<file path="config.mk">
export PLATFORM = sky130hd
export DESIGN_NAME = ysyx_24110015_mem_arbiter
export DESIGN_NICKNAME = d
export VERILOG_FILES = /design/src/rtl/ysyx_24110015_mem_arbiter.sv
export SDC_FILE = /design/constraint.sdc
export NUM_CORES = 1
export LEC_CHECK = 0
export BUFFER_PORTS_ARGS = -buffer_cell sky130_fd_sc_hd__buf_2
export CAP_MARGIN = 20
export CELL_PAD_IN_SITES_DETAIL_PLACEMENT = 1
export CELL_PAD_IN_SITES_GLOBAL_PLACEMENT = 1
export CORE_MARGIN = 4
export CORE_UTILIZATION = 32
export DETAILED_ROUTE_END_ITERATION = 10
export GPL_TIMING_DRIVEN = 0
export PLACE_DENSITY_LB_ADDON = 0.1
export SKIP_LAST_GASP = 1
export SYNTH_ARGS = -nofsm -noshare
export SYNTH_HDL_FRONTEND = slang
export SYNTH_SLANG_ARGS = --single-unit
</file>
<file path="constraint.sdc">
create_clock -name clk -period 5.1 [get_ports clk]
set_clock_uncertainty 0.1 [all_clocks]
set_input_delay 0.765 -clock clk [delete_from_list [all_inputs] [get_ports clk]]
set_output_delay 0.765 -clock clk [all_outputs]
set_load 0.02 [all_outputs]
</file>
<file path="src/rtl/ysyx_24110015_mem_arbiter.sv">
// Memory-port arbiter: shares one downstream memory port between the
// instruction-fetch unit (read-only) and the load/store unit (read/write).
// One transaction is in flight at a time. Requests are granted round-robin
// in IDLE. A watchdog turns a hung memory response into an error response.
module ysyx_24110015_mem_arbiter #(
  parameter int ADDR_W  = 32,
  parameter int DATA_W  = 32,
  parameter int TIMEOUT = 255
) (
  input  logic                  clk,
  input  logic                  rst,
  // instruction fetch side
  input  logic                  ifu_req_valid,
  output logic                  ifu_req_ready,
  input  logic [ADDR_W-1:0]     ifu_addr,
  output logic                  ifu_rsp_valid,
  output logic [DATA_W-1:0]     ifu_rdata,
  output logic                  ifu_rsp_err,
  // load/store side
  input  logic                  lsu_req_valid,
  output logic                  lsu_req_ready,
  input  logic [ADDR_W-1:0]     lsu_addr,
  input  logic                  lsu_wen,
  input  logic [DATA_W-1:0]     lsu_wdata,
  input  logic [DATA_W/8-1:0]   lsu_wmask,
  output logic                  lsu_rsp_valid,
  output logic [DATA_W-1:0]     lsu_rdata,
  output logic                  lsu_rsp_err,
  // downstream memory port
  output logic                  mem_req_valid,
  input  logic                  mem_req_ready,
  output logic [ADDR_W-1:0]     mem_addr,
  output logic                  mem_wen,
  output logic [DATA_W-1:0]     mem_wdata,
  output logic [DATA_W/8-1:0]   mem_wmask,
  input  logic                  mem_rsp_valid,
  input  logic [DATA_W-1:0]     mem_rdata,
  input  logic                  mem_rsp_err
);

  localparam int CNT_W = $clog2(TIMEOUT + 1);
  localparam logic [CNT_W-1:0] CNT_LIMIT = CNT_W'(TIMEOUT);

  typedef enum logic [1:0] {IDLE, REQ, WAIT, RESP} state_t;
  typedef enum logic {SIDE_IFU = 1'b0, SIDE_LSU = 1'b1} side_t;

  state_t            state, state_nxt;
  side_t             prio, owner;
  logic [CNT_W-1:0]  cnt;
  logic [DATA_W-1:0] rdata_q;
  logic              err_q;
  logic              grant_ifu, grant_lsu;
  logic              handshake, timeout_hit;

  // Watchdog counter never wraps: it holds at its all-ones value.
  function automatic logic [CNT_W-1:0] sat_inc(input logic [CNT_W-1:0] v);
    return (v == {CNT_W{1'b1}}) ? v : v + CNT_W'(1);
  endfunction

  // Round-robin choice: a lone requester wins, a tie goes to prio.
  always_comb begin
    grant_ifu = ifu_req_valid && (!lsu_req_valid || prio == SIDE_IFU);
    grant_lsu = lsu_req_valid && (!ifu_req_valid || prio == SIDE_LSU);
  end

  assign ifu_req_ready = !rst && (state == IDLE) && grant_ifu;
  assign lsu_req_ready = !rst && (state == IDLE) && grant_lsu;
  assign handshake     = ifu_req_ready || lsu_req_ready;
  assign timeout_hit   = (cnt == CNT_LIMIT);

  // State register; reset abandons any in-flight transaction.
  always_ff @(posedge clk or posedge rst) begin
    if (rst) state <= IDLE;
    else     state <= state_nxt;
  end

  // Next-state and handshake/response strobes.
  always_comb begin
    state_nxt     = state;
    mem_req_valid = 1'b0;
    ifu_rsp_valid = 1'b0;
    lsu_rsp_valid = 1'b0;
    case (state)
      IDLE: if (handshake) state_nxt = REQ;
      REQ: begin
        mem_req_valid = 1'b1;
        if (mem_req_ready) state_nxt = WAIT;
      end
      WAIT: if (mem_rsp_valid || timeout_hit) state_nxt = RESP;
      RESP: begin
        ifu_rsp_valid = (owner == SIDE_IFU);
        lsu_rsp_valid = (owner == SIDE_LSU);
        state_nxt     = IDLE;
      end
      default: state_nxt = IDLE;
    endcase
  end

  // Latch owner and request fields on grant; IFU reads carry no write data.
  always_ff @(posedge clk or posedge rst) begin
    if (rst) begin
      prio      <= SIDE_IFU;
      owner     <= SIDE_IFU;
      mem_addr  <= '0;
      mem_wen   <= 1'b0;
      mem_wdata <= '0;
      mem_wmask <= '0;
    end else if (handshake) begin
      if (grant_ifu) begin
        owner     <= SIDE_IFU;
        prio      <= SIDE_LSU;
        mem_addr  <= ifu_addr;
        mem_wen   <= 1'b0;
        mem_wdata <= '0;
        mem_wmask <= '0;
      end else begin
        owner     <= SIDE_LSU;
        prio      <= SIDE_IFU;
        mem_addr  <= lsu_addr;
        mem_wen   <= lsu_wen;
        mem_wdata <= lsu_wdata;
        mem_wmask <= lsu_wmask;
      end
    end
  end

  // Capture the memory response, or synthesise an error on timeout.
  always_ff @(posedge clk or posedge rst) begin
    if (rst) begin
      rdata_q <= '0;
      err_q   <= 1'b0;
    end else if (state == WAIT) begin
      if (mem_rsp_valid) begin
        rdata_q <= mem_rdata;
        err_q   <= mem_rsp_err;
      end else if (timeout_hit) begin
        rdata_q <= '0;
        err_q   <= 1'b1;
      end
    end
  end

  // Watchdog: held at zero until WAIT, then counts idle WAIT cycles.
  always_ff @(posedge clk or posedge rst) begin
    if (rst)                               cnt <= '0;
    else if (state == REQ)                 cnt <= '0;
    else if (state == WAIT && !mem_rsp_valid) cnt <= sat_inc(cnt);
  end

  assign ifu_rdata   = rdata_q;
  assign ifu_rsp_err = err_q;
  assign lsu_rdata   = rdata_q;
  assign lsu_rsp_err = err_q;

endmodule

</file>
Yosys cells after proc, flatten, opt, wreduce, memory -nomap -nowiden:

Cells that the tools add are included.

* register bits after elaboration: 114
* word-level logic and storage cells: 61

* add/sub/neg operators: 1
* equal/unequal tests: 8
* mux-type cells: 20
* bitwise gates (word level): 2
* reductions and logical operators: 20

Operator list (count)
* 2-to-1 mux 32 bit: 4
* 2-to-1 mux 8 bit: 3
* adder 8 x 1 -> 8 bit (second input constant): 1
* equality test 8 bit (second input constant): 1
* 2-to-1 mux 1 bit: 8
* one-hot mux 2 bit (4 select lines): 1
* logical AND 1 bit: 6
* 2-to-1 mux 2 bit: 3
* != test 2 bit (second input constant): 3
* equality test 2 bit (second input constant): 2
* logical NOT 1 bit: 4
* logical OR 1 bit: 4
* 2-to-1 mux 4 bit: 1
* AND reduction 2 bit: 2
* nonzero test 2 bit: 2
* AND reduction 3 bit: 1
* equality test 2 x 1 -> 1 bit (second input constant): 1
* logical NOT 2 bit: 1
* != test 2 x 1 -> 1 bit (second input constant): 1
* inverter 1 bit: 2

Longest topological paths before layout:

Gate-level depths: netlist (run 1).

* word-level depth: 7
* mapped depth: 8
* depth with buffers taken out: 6

Least setup slack after synthesis (run 1):

Ideal clock, no wire load.

* path kind: input to output
* start point: in rst
* end point: out lsu_req_ready
* arrival: 1.507 ns
* data required time: 4.235 ns
* slack: 2.728 ns
* stages on the path: 4
* cell sequence: nand3b_1 > a21oi_1 > buf_2 > buf_2

* longest elaborated chain between the ends: 3

Ends and longest elaborated chain
* start: declaration: line 11 `input logic rst,`
* logical NOT 1 bit (no source line)
* logical AND 1 bit (2 in a row): line 67 `assign lsu_req_ready = !rst && (state == IDLE) && grant_lsu;`
* end: declaration: line 21 `output logic lsu_req_ready,`

Every way passes these cells.

Worst setup path in the final report (run 1):

* start point: reg state[0]
* end point: out lsu_req_ready

* longest elaborated chain between the ends: 3

Ends and longest elaborated chain
* start: declaration: line 47 `state_t state, state_nxt;`
* start signal: assignment: line 74 `else state <= state_nxt;`
* logical NOT 2 bit: line 67
* logical AND 1 bit (2 in a row): line 67

Every way passes these cells.

==> results_dict.tcl, run 1 <==
set metrics [dict create \
    outcome "finished, final reports clean" \
    yosys-top-cells-count "114 x dfrtp_1, 69 x a22o_1, 51 x nand2_1, 34 x buf_4" \
    maxCapViolCount 0 \
    r2r_slack_ns 2.98 \
    place_area_um2 6462 \
    instances_no_fill 902 \
    hpwl_um 12490 \
    grt_util_all_layers_pct 18.76 \
    power_mw 4.720 \
    wl_um 16130 \
    grt_max_degree 67 \
    syn_area_per_cell_um2 11.86 \
    ys_types 38 \
    power.density_nw_per_um2 669.5 \
    globalplace.congestion 0.7876 \
    clock_latency_ns 0.41 \
    root_buffer "clkbuf_16" \
    cts.path.max_buffers 2 \
    multiInputGateArea_um2 1563 \
    numPortBuffers 279 \
    synth_area_leaders "dfrtp_1 59%, a22o_1 13%, buf_4 5.3%" \
    clk_pin_slew_ns 0.05 \
    ioPinCount 280 \
    finalWorstSetupSlack_ns 1.996 \
    dp.cells 869 \
    initialDrtViolationCount 137 \
    worstPathRequired_ns 4.24 \
    netlist_instances 405 \
    cpMostUsedCell "buf_2" \
    fp.dieW_um 130.5 \
    worstPathMaxFanout 10 \
    coreArea_um2 14640 \
    max-vdd-ir-drop_v 0.0002798 \
    r2r-end "mem_addr[18]$_DFFE_PP0P_" \
    drtPass1Iterations 4 \
    nFillCells 1686 \
    design.die.area_um2 17030 \
    finalHoldViolCount 0 \
    areaGrowthSynthToFinish_pct 46.78 \
    post-cts-setup-buffers 0 \
    grt_pass1_wl_um 24380 \
    stdcell_area_um2 7051 \
    worstHoldPathType "in2async" \
    cts_buffers 17 \
    synth_area_um2 4803 \
    drc 0 \
    post_drt_wl_per_cell_um 17.88 \
    die_y_um 130.5 \
    drive_gt1_share_pct 50.35 \
    synth-seq-cells 114 \
    rsz0062_at_grt "false" \
    p_leak_nw 3.921 \
    synthArstFlopShare_pct 100.0 \
    slowest_stage "dfrtp_1" \
    setup.worst_path.class "reg2out" \
    post-route-min-period_ns 3.104 \
    ff_latch_area_um2 2853 \
    ys.flop_type "dfrtp_1" \
    avgViaCountPerCell 4.738 \
    initial_core_util_pct 32.80 \
    cts.repair.resized 0 \
    seq_area_frac_synth_pct 59.39 \
    grt_pass1_vias 4525 \
    critPathMaxStageDelay_ns 0.40 \
    antenna_found_initial 3 \
    grt-ovfl-total 0 \
    crit_path_end_kind "output pin" \
    finalSetupViolCount 0 \
    hold_buffers 0 \
    crit_arrival_ns 2.24 \
    drv_slew 0 \
    synth_edf_count 0 \
    cts_num_sinks 114 \
    vias 4274 \
    cts_tree "done" \
    yosysTopAreaCell "dfrtp_1" \
    yosysMostFrequentCell "dfrtp_1" \
    fin_util_pct 48.15 \
    tightestPinTransition_ns 0.5337 \
    row_count 44 \
    antenna_left 0 \
    cp_cell_sequence "inv_1 -> ha_1 -> nand3b_1 -> a21oi_1 -> buf_2 -> buf_2 -> buf_2" \
    synth_nets 550 \
    slew_headroom_pct 64.42 \
    fin_nets 849 \
    crit_start "state[0]$_DFFE_PP0P_" \
    htreeDepth 4 \
    fmax_ghz 0.3222 \
    synth_top_area_share_pct 59.39 \
    r2r-start "state[0]$_DFFE_PP0P_" \
    reg2reg_depth 8 \
    start_kind "flop" \
    yosysWarnings 0 \
    fin_crit_sh_pct 60.86 \
    crit_path_end "lsu_req_ready" \
    pre_cts_ws_ns 2.111 \
]
## flip-flops by register name (all words and copies together), names as in the netlist
name	cells
cnt	8
ifu_rdata	32
ifu_rsp_err	1
mem_addr	32
mem_wdata	32
mem_wen	1
mem_wmask	4
owner	1
prio	1
state	2
## layout make-up
cell class | instances | share of cell area (%)
Multi-Input combinational cell | 226 | 22.17
Inverter | 5 | 0.3372
Sequential cell | 114 | 40.46
Tap cell | 184 | 3.265
Clock inverter | 5 | 1.065
Buffer | 60 | 5.235
Antenna cell | 3 | 0.1065
Clock buffer | 25 | 7.169
Timing Repair Buffer | 280 | 20.20
## where the power goes
part / internal, mW / switching [mW] / total [mW]
Clock: 0.775 / 0.389 / 1.16
Combinational: 0.823 / 1.22 / 2.04
Sequential: 1.27 / 0.238 / 1.51
Total: 2.87 / 1.85 / 4.72
## placed cells by master (no fill, tap or decap), types with 2 or more instances in the layout
cell type / count
a21oi_1: 4
a22o_1: 69
a22oi_1: 17
and2_1: 3
buf_1: 5
buf_2: 292
buf_4: 34
bufinv_16: 2
clkbuf_1: 11
clkbuf_16: 17
clkbuf_8: 5
clkinv_2: 3
dfrtp_1: 114
diode_2: 3
ha_1: 5
inv_1: 4
mux2i_1: 17
nand2_1: 51
nand2b_1: 2
nand3_1: 2
nor2_1: 11
nor2b_1: 3
o21ai_0: 17
o31ai_1: 2
or4_1: 2
xnor2_1: 3
xor2_1: 2
## cells by family after synthesis
logic type / after synthesis / synth area share, %
xor gates and xnor gates: 5 / 0.9119
and+or+nand+nor: 83 / 7.893
buffers and inverters: 65 / 8.075
adders and majority gates: 5 / 1.302
DFF: 114 / 59.39
AOI/OAI and AO/OA: 115 / 18.65
muxes: 18 / 3.777
## critical path: cells and delay by family, from the launching register on
kind	cells	cell delay, ns
and+or+nand+nor	1	0.09
DFF	1	0.40
adders and majority gates	1	0.23
AOI/OAI and AO/OA	1	0.22
buffers and inverters	4	0.89
## layer usage
layer  GRT usage, %  share of wire, %  vias up
met3          5.650               7.4       22
met5              0             0.043        -
met2          32.48                52      157
met1          21.80                39     2076
met4          7.381               1.8        2
li1               -                 -     2017
## through the flow
stage               hold WS, ns  setup TNS, ns
finish                   0.3132              0
global route             0.3518              0
CTS                      0.3247              0
detailed placement       0.3608              0
global placement         0.3554         -27.14
floorplan                0.3814              0
## worst min path at each step
stage	from	to	slack (ns)	depth (start not counted)
floorplan	owner$_DFFE_PP0P_	owner$_DFFE_PP0P_	0.38	2
global placement	mem_addr[8]$_DFFE_PP0P_	mem_addr[8]$_DFFE_PP0P_	0.36	2
detailed placement	mem_addr[13]$_DFFE_PP0P_	mem_addr[13]$_DFFE_PP0P_	0.36	2
CTS	rst	ifu_rdata[22]$_DFFE_PP0P_	0.32	2
global route	rst	ifu_rdata[22]$_DFFE_PP0P_	0.35	2
finish	rst	cnt[7]$_DFFE_PP0P_	0.31	2
Power figures use the tool's default switching activity.
==> run 2: changes to the inputs <==
--- a/config.mk
+++ b/config.mk
@@ -10,7 +10,7 @@
 export CELL_PAD_IN_SITES_DETAIL_PLACEMENT = 1
 export CELL_PAD_IN_SITES_GLOBAL_PLACEMENT = 1
 export CORE_MARGIN = 4
-export CORE_UTILIZATION = 32
+export CORE_UTILIZATION = 29
 export DETAILED_ROUTE_END_ITERATION = 10
 export GPL_TIMING_DRIVEN = 0
 export PLACE_DENSITY_LB_ADDON = 0.1
==> constraint.sdc (replaced) <==
create_clock -name clk -period 2.6 [get_ports clk]
set_clock_uncertainty 0.1 [all_clocks]
set_input_delay 0.39 -clock clk [delete_from_list [all_inputs] [get_ports clk]]
set_output_delay 0.39 -clock clk [all_outputs]
set_load 0.02 [all_outputs]
==> run 2 against run 1 <==
  * Non-clock buffer count grew 2
  * Die area is 9.7% higher
  * First-iteration DRC count down 19%
  * Utilization decreased by 3.6 points
  * Largest power group unchanged
==> results_dict.tcl, run 2 (synthesis gave the netlist of run 1 again) <==
set metrics [dict create \
    p_clk_share_pct 24.6 \
    power_mw 9.313 \
    reg2reg_depth 8 \
    vias 4339 \
    cp_cell_sequence "inv_1 -> ha_2 -> nor2b_1 -> and2_1 -> clkbuf_4 -> buf_2" \
    min_from "mem_rdata[31]" \
    clock_latency_ns 0.41 \
    die_y_um 136.7 \
    grt_max_degree 43 \
    whs_ns 0.1031 \
    grt_pass1_vias 4712 \
    layout_common_cells "289 x buf_2, 114 x dfrtp_1, 69 x a22o_1" \
    r2r-start "state[0]$_DFFE_PP0P_" \
    htreeDepth 4 \
    cts_tree "done" \
    rsz0062_at_grt "false" \
    worstHoldPathType "in2reg" \
    post_drt_wl_per_cell_um 17.82 \
    swShare_pct 40.50 \
    worstPathMaxFanout 10 \
    hold_depth 2 \
    areaGrowthSynthToFinish_pct 48.79 \
    outcome "finished, final reports clean" \
    worstPathRequired_ns 2.11 \
    wl_um 16700 \
    grt-ovfl-total 0 \
    hpwl_um 13090 \
    post-route-min-period_ns 2.407 \
    clk_pin_slew_ns 0.06 \
    cts.path.max_buffers 2 \
    antenna_found_initial 3 \
    numPortBuffers 279 \
    start_kind "flop" \
    crit_arrival_ns 1.92 \
    slowest_stage "dfrtp_1" \
    fp.dieW_um 136.7 \
    drive_gt1_share_pct 51.18 \
    avgViaCountPerCell 4.631 \
    initialDrtViolationCount 111 \
    root_buffer "clkbuf_16" \
    post-cts-setup-buffers 0 \
    fin_crit_sh_pct 92.57 \
    finalSetupViolCount 0 \
    cts_buffers 17 \
    row_count 46 \
    critPathMaxStageDelay_ns 0.41 \
    fin_nets 851 \
    power_frac_comb_pct 43.6 \
    coreArea_um2 16060 \
    fmax_ghz 0.4155 \
    crit_path_end_kind "output pin" \
    drtPass1Iterations 4 \
    design.die.area_um2 18690 \
    drc 0 \
    setup.worst_path.class "reg2out" \
    initial_core_util_pct 29.91 \
    crit_start "state[0]$_DFFE_PP0P_" \
    tightestPinTransition_ns 0.5030 \
    antenna_left 0 \
    final_common_cell "buf_2" \
    p_switching_mw 3.772 \
    slew_headroom_pct 66.40 \
    drv_slew 0 \
    seqPwrFrac_pct 31.8 \
    pre_cts_ws_ns 0.1695 \
    finalHoldViolCount 0 \
    grt_util_all_layers_pct 17.59 \
    power.density_nw_per_um2 1303 \
    globalplace.congestion 0.7635 \
    nFillCells 1869 \
    cts_num_sinks 114 \
    maxCapViolCount 0 \
    finalWorstSetupSlack_ns 0.1933 \
    max-vdd-ir-drop_v 0.0004608 \
    ioPinCount 280 \
    internal_power_mw 5.541 \
    p_leak_nw 3.908 \
    grt_pass1_wl_um 25420 \
]
run 2: cell types whose count changed in the layout (fill, tap and decap cells not counted), sizes merged:
cell,delta
clkinvlp,+7
diode,-1
dlygate4sd3,+1
clkinv,+3
clkbuf,-7
run 2: worst paths after layout:
check	slack, ns	endpoint
max	0.19	ifu_req_ready
min	0.10	ifu_rdata[31]$_DFFE_PP0P_
max reg2reg	0.48	mem_addr[14]$_DFFE_PP0P_
min reg2reg	0.37	mem_addr[4]$_DFFE_PP0P_
max in group asynchronous	1.09	mem_addr[8]$_DFFE_PP0P_
min in group asynchronous	0.52	state[1]$_DFFE_PP0P_
run 2: what timing repair did:
| action | CTS | global route |
|---|---|---|
| gates resized for setup | 2 | 3 |
| endpoints found under the hold margin | 17 | 0 |
| hold buffers | 1 | 0 |
| endpoints found under the setup margin | 1 | 2 |
run 2: layout make-up:
type | count | area (um^2) | area share, %
clock inverter | 15 | 162.7 | 2.276
sequential | 114 | 2853 | 39.92
inverter | 5 | 22.52 | 0.3151
tap | 216 | 270.3 | 3.782
clock buffer | 17 | 425.4 | 5.952
timing repair buffer | 283 | 1466 | 20.52
multi-input combinational | 226 | 1569 | 21.95
antenna | 2 | 5.005 | 0.07003
buffer | 59 | 372.9 | 5.217
run 2: per-layer routing:
| metal | track usage (%) | vias to the layer above | share of wire [%] |
|---|---|---|---|
| li1 | - | 2030 | - |
| met1 | 20.37 | 2098 | 38 |
| met2 | 29.85 | 185 | 50 |
| met3 | 6.103 | 24 | 9.3 |
| met4 | 6.943 | 2 | 2.0 |
| met5 | 0 | - | 0.078 |
run 2: through the flow:
stage	area (um^2)	TNS, ns	util, %	instances
2_1_floorplan	4807	0	-	405
3_3_place_gp	6474	-13.86	40.31	900
3_5_place_dp	6534	0	40.69	903
4_1_cts	7133	0	44.42	935
5_1_grt	7147	0	44.51	937
6_report	7147	0	44.51	937
run 2: critical path, delay by kind of cell (launching register included):
kind / cells / cell delay (ns)
buf+inv: 3 / 0.54
flops: 1 / 0.41
simple gates: 2 / 0.32
fa+ha+maj: 1 / 0.23
run 2: power groups by stage:
stage | Sequential [mW] | Clock, mW | Combinational (mW)
after floorplan | 3.75 | 0 | 1.78
after global placement | 2.96 | 0 | 4.01
after detailed placement | 2.98 | 0 | 4.11
after CTS | 2.97 | 2.34 | 4.13
after global routing | 3.07 | 2.44 | 4.39
final | 2.96 | 2.29 | 4.06
